==> config.mk <==
export PLATFORM = sky130hd
export DESIGN_NAME = scale_scheduler
export DESIGN_NICKNAME = d
export VERILOG_FILES = /design/src/rtl/scale_scheduler.sv
export SDC_FILE = /design/constraint.sdc
export NUM_CORES = 1
export LEC_CHECK = 0
export CELL_PAD_IN_SITES_DETAIL_PLACEMENT = 1
export CELL_PAD_IN_SITES_GLOBAL_PLACEMENT = 2
export CORE_UTILIZATION = 22
export DETAILED_ROUTE_END_ITERATION = 16
export PLACE_DENSITY = 0.86
export SKIP_CTS_REPAIR_TIMING = 1
export SYNTH_ARGS = -nofsm -noshare
export SYNTH_HDL_FRONTEND = slang
export SYNTH_SLANG_ARGS = --single-unit
==> constraint.sdc <==
create_clock -name clk -period 1.7 [get_ports clk]
set_input_delay 0.255 -clock clk [delete_from_list [all_inputs] [get_ports clk]]
set_output_delay 0.255 -clock clk [all_outputs]
set_load 0.05 [all_outputs]
==> src/rtl/scale_scheduler.sv <==
//------------------------------------------------------------------------------
// scale_scheduler
// Walks one frame through its image-pyramid scales. Each valid scale gets a
// config beat, its detection stream is forwarded as packed words, and a
// one-cycle pipeline clear follows. An end-of-frame marker word closes the frame.
// Revision: 1.0
//------------------------------------------------------------------------------
`timescale 1ns/1ps
`default_nettype none

module scale_scheduler #(
   parameter int unsigned IMG_WIDTH      = 45,
   parameter int unsigned IMG_HEIGHT     = 45,
   parameter int unsigned FEATURE_WIDTH  = 25,
   parameter int unsigned FEATURE_HEIGHT = 25,
   parameter int unsigned SCALE_NUM      = 2,
   parameter int unsigned SCALE_STEP     = 10,
   localparam int W_X = $clog2(IMG_WIDTH) + 1,
   localparam int W_Y = $clog2(IMG_HEIGHT) + 1,
   localparam int W_S = (SCALE_NUM <= 2) ? 1 : $clog2(SCALE_NUM)
) (
   input  logic           clk,
   input  logic           rst,
   input  logic           img_done,
   output logic           load_en,
   output logic           cfg_valid,
   input  logic           cfg_ready,
   output logic [W_S-1:0] cfg_scale,
   output logic [W_X-1:0] cfg_width,
   output logic [W_Y-1:0] cfg_height,
   input  logic           det_valid,
   output logic           det_ready,
   input  logic           det_eot,
   input  logic [W_X-1:0] det_x,
   input  logic [W_Y-1:0] det_y,
   output logic           pipe_rst,
   output logic           detect_pos_valid,
   input  logic           detect_pos_ready,
   output logic           detect_pos_eot,
   output logic [31:0]    detect_pos,
   output logic           busy
);

   typedef enum logic [2:0] {
      S_IDLE  = 3'd0,
      S_CFG   = 3'd1,
      S_SCAN  = 3'd2,
      S_FLUSH = 3'd3,
      S_DONE  = 3'd4
   } state_t;

   // Scale 0 is usable only if the full frame can hold one detection window.
   localparam bit FIRST_OK = (SCALE_NUM >= 1) &&
                             (IMG_WIDTH >= FEATURE_WIDTH) &&
                             (IMG_HEIGHT >= FEATURE_HEIGHT);

   state_t         state;
   state_t         state_nxt;
   logic [W_S-1:0] k;
   logic [W_X-1:0] w;
   logic [W_Y-1:0] h;
   logic           out_full;
   logic           out_eot;
   logic [31:0]    out_word;

   logic           out_room;
   logic           out_drain;
   logic           det_fire;
   logic           load_det;
   logic           load_eof;
   logic           next_ok;

   // Output register can take a new word when empty or emptying this cycle.
   assign out_room  = !out_full || detect_pos_ready;
   assign out_drain = out_full && detect_pos_ready;
   assign det_fire  = (state == S_SCAN) && det_valid && out_room;
   assign load_det  = det_fire && !det_eot;
   assign load_eof  = (state == S_DONE) && out_room;

   // Next scale valid: compare against window+step so the subtraction never wraps.
   assign next_ok = ((32'(k) + 32'd1) < SCALE_NUM) &&
                    (32'(w) >= (FEATURE_WIDTH + SCALE_STEP)) &&
                    (32'(h) >= (FEATURE_HEIGHT + SCALE_STEP));

   assign detect_pos_valid = out_full;
   assign detect_pos_eot   = out_eot;
   assign detect_pos       = out_word;

   // State register.
   always_ff @(posedge clk or negedge rst) begin
      if (!rst) begin
         state <= S_IDLE;
      end else begin
         state <= state_nxt;
      end
   end

   // Next-state decode and per-state handshake outputs.
   always_comb begin
      state_nxt  = state;
      load_en    = 1'b0;
      busy       = 1'b1;
      cfg_valid  = 1'b0;
      cfg_scale  = '0;
      cfg_width  = '0;
      cfg_height = '0;
      det_ready  = 1'b0;
      pipe_rst   = 1'b0;
      case (state)
         S_IDLE: begin
            load_en = 1'b1;
            busy    = 1'b0;
            if (img_done) begin
               state_nxt = FIRST_OK ? S_CFG : S_DONE;
            end
         end
         S_CFG: begin
            cfg_valid  = 1'b1;
            cfg_scale  = k;
            cfg_width  = w;
            cfg_height = h;
            if (cfg_ready) begin
               state_nxt = S_SCAN;
            end
         end
         S_SCAN: begin
            det_ready = out_room;
            if (det_fire && det_eot) begin
               state_nxt = S_FLUSH;
            end
         end
         S_FLUSH: begin
            pipe_rst  = 1'b1;
            state_nxt = next_ok ? S_CFG : S_DONE;
         end
         S_DONE: begin
            if (out_room) begin
               state_nxt = S_IDLE;
            end
         end
         default: begin
            state_nxt = S_IDLE;
         end
      endcase
   end

   // Scale index and scaled dimensions: restart on a new frame, step after a flush.
   always_ff @(posedge clk or negedge rst) begin
      if (!rst) begin
         k <= '0;
         w <= '0;
         h <= '0;
      end else if ((state == S_IDLE) && img_done) begin
         k <= '0;
         w <= W_X'(IMG_WIDTH);
         h <= W_Y'(IMG_HEIGHT);
      end else if ((state == S_FLUSH) && next_ok) begin
         k <= k + W_S'(1);
         w <= w - W_X'(SCALE_STEP);
         h <= h - W_Y'(SCALE_STEP);
      end
   end

   // Single-entry output register; pipe_rst deliberately does not touch it.
   always_ff @(posedge clk or negedge rst) begin
      if (!rst) begin
         out_full <= 1'b0;
         out_eot  <= 1'b0;
         out_word <= '0;
      end else if (load_det) begin
         out_full <= 1'b1;
         out_eot  <= 1'b0;
         out_word <= {8'(k), 12'(det_y), 12'(det_x)};
      end else if (load_eof) begin
         out_full <= 1'b1;
         out_eot  <= 1'b1;
         out_word <= 32'hFFFF_FFFF;
      end else if (out_drain) begin
         out_full <= 1'b0;
      end
   end

endmodule

`default_nettype wire

==> metrics.txt <==
Critical Path RT=between 1000 and 1500 ps; CTS H-tree depth=2; synthesis-to-finish area growth=91.40%; syn avg cell area=slightly above 10 sq um; #FFs+latches synth=34; Worst Path Arrival=1620 ps; post-synth cell types=35; cell taking the most area after synthesis=dfrtp_1; Worst setup EP type=primary output; Mapped Area=1789 sq um; commonest cells after routing, fill and taps aside=buf_4, buf_12, dfrtp_1; failing checks=negative setup slack; Hold Fails Final Rpt=0; Die Width=92.18 microns; CTS Buf Count=5; Clock Skews=about 10 ps; Post-synth top flop=dfrtp_1; Worst R2R End=detect_pos[18]; CTS tree=done; GRT Total Usage=around 14%; Syn Nets=199; later-pin clock latency in the skew report=280 ps; Starting Density=about 23%; Max Cap Viol=0; Worst Path Buf+Inv=3; Layout Nets=294; EDFF count, synth=0; Final WS setup=-173.5 ps; Worst path max stage delay=450 ps; final period demand of the worst path=1873 ps; I/O pins=75; run status=complete, but fails checks; drt pass-1 iters=4; worst path cell trace=buf_6, nor3_4, buf_6, and2_4, buf_12; port bufs=74; crit path launch type=register; cell repeated most along the worst path=buf_6; wire per inst=15.85 microns; row count=32; WP depth=5; fraction of layout cells with a size suffix above 1=48.89%; Final setup viols=34; worst rel slew slack=70.31%; CP max stage cell=dfrtp_2; Reg clk slew, reported paths=~70 ps; Worst setup startpoint=state[1]; Reg-to-Reg Start=state[2]; r2r setup slk=-50 ps; Antenna Cells=0; initial antenna violation count=0; number of global-route vias before repair=1795; R2R depth=7; commonest non-fill, non-tap cell in the layout=buf_4; Yosys Warn Count=0; final worst-path cycle share=110.2%; Die H=92.18 microns; Max Root-Sink Buffers=2; asr flop ratio synth=100.0%; Setup CP Type=register to primary output; DRC viols=0; initial drt markers=72; gpl congestion=0.7560; RSZ-0062 raised after global routing=true; area fraction of the dominant cell type after synthesis=between 40% and 50%; total gr overflow=0; fill count=836; end of the critical path=cfg_height[0]; Root Driver=clkbuf_8; Post-Synthesis Cells=174; worst slew pin tran=445.3 ps; clock sinks=34; DRT Wirelength=5896 microns; Detail Route Antenna Nets=0; largest net degree at the start of global routing=35; vias per inst=4.578; Max Fanout on Critical Path=6; fmax=533.8 MHz; hpwl dp=4313 microns; post-layout util=43.86%; Max Slew Vio Count=0; die area=between 8000 and 9000 sq um; global-route wire length before repair=9356 microns; crit-path leading delay family=buffers and inverters; HP Class=input pin to asynchronous set/reset pin; core area=just under 8000 sq um; synth top area cells=dfrtp_1, buf_4, o22a_1; sequential cell area fraction in the yosys report=47.55%; via count=roughly 1700
per-stage QoR:
stage | TNS, ps | hold slack, ps | worst slack (ps) | instances | cell area [sq um]
after floorplan | -3687 | -40.59 | -256.4 | 174 | 1933
after global placement | -1048 | 476.2 | -68.65 | 358 | 3207
after detailed placement | -1551 | 479.9 | -109.6 | 358 | 3207
after CTS | -2719 | 394.4 | -235.7 | 366 | 3313
after global routing | -5576 | 434.0 | -237.0 | 372 | 3425
final | -2409 | 382.5 | -173.5 | 372 | 3425
cells by family after synthesis:
kind of cell,share of synthesized area [%]
muxes,2.797
AOI/OAI and AO/OA,18.74
adders and majority gates,2.797
and+or+nand+nor,16.16
buffers and inverters,11.96
DFF,47.55
worst reg2reg max path, cell delays in order (launching register included):
cell and delay, ps:
dfrtp_2 450, nand2b_1 180, buf_4 150, nor3_4 170
buf_4 150, nand3b_1 140, buf_6 180, o22a_1 210
flip-flops by register name, indices dropped and copies added, names as in the netlist:
| register | count |
|---|---|
| h | 6 |
| w | 7 |
| detect_pos | 16 |
| state | 3 |
| k | 1 |
| detect_pos_valid | 1 |
layout make-up:
type / count / area [sq um] / share of cell area (%)
Multi-Input combinational cell: 105 / 874.6 / 25.54
Sequential cell: 34 / 854.6 / 24.95
Inverter: 9 / 37.54 / 1.096
Tap cell: 102 / 127.6 / 3.727
Timing Repair Buffer: 114 / 1424 / 41.58
Clock buffer: 7 / 76.32 / 2.229
Clock inverter: 1 / 30.03 / 0.8769
cell usage after synthesis, types with 2 or more instances:
master,n
o211ai_1,2
buf_2,6
nor4_1,6
inv_1,9
and2_1,11
nor2_1,5
buf_4,18
nand3_1,6
nand2b_1,3
nor3_1,3
mux2i_1,5
nand3b_1,3
a31oi_1,3
and3_1,2
ha_1,4
dfrtp_1,34
a21oi_1,6
nand2_1,7
o21ai_0,9
a21o_1,2
o311a_1,2
o22a_1,15
metal layers:
layer	GRT usage (%)	part of all wire, %
met1	17.46	41
met2	24.63	54
met3	1.741	3.1
met4	4.688	1.9
met5	0	0
worst min-delay path by stage:
stage	end	slack, ps
finish	detect_pos[18]	380
global route	detect_pos[18]	430
CTS	detect_pos[18]	390
detailed placement	detect_pos[2]	480
global placement	detect_pos[5]	480
floorplan	detect_pos[0]	-40
Power is left out: the tool's default activity adds up to more than one toggle a clock period on the data nets, which glitch-free logic cannot reach.
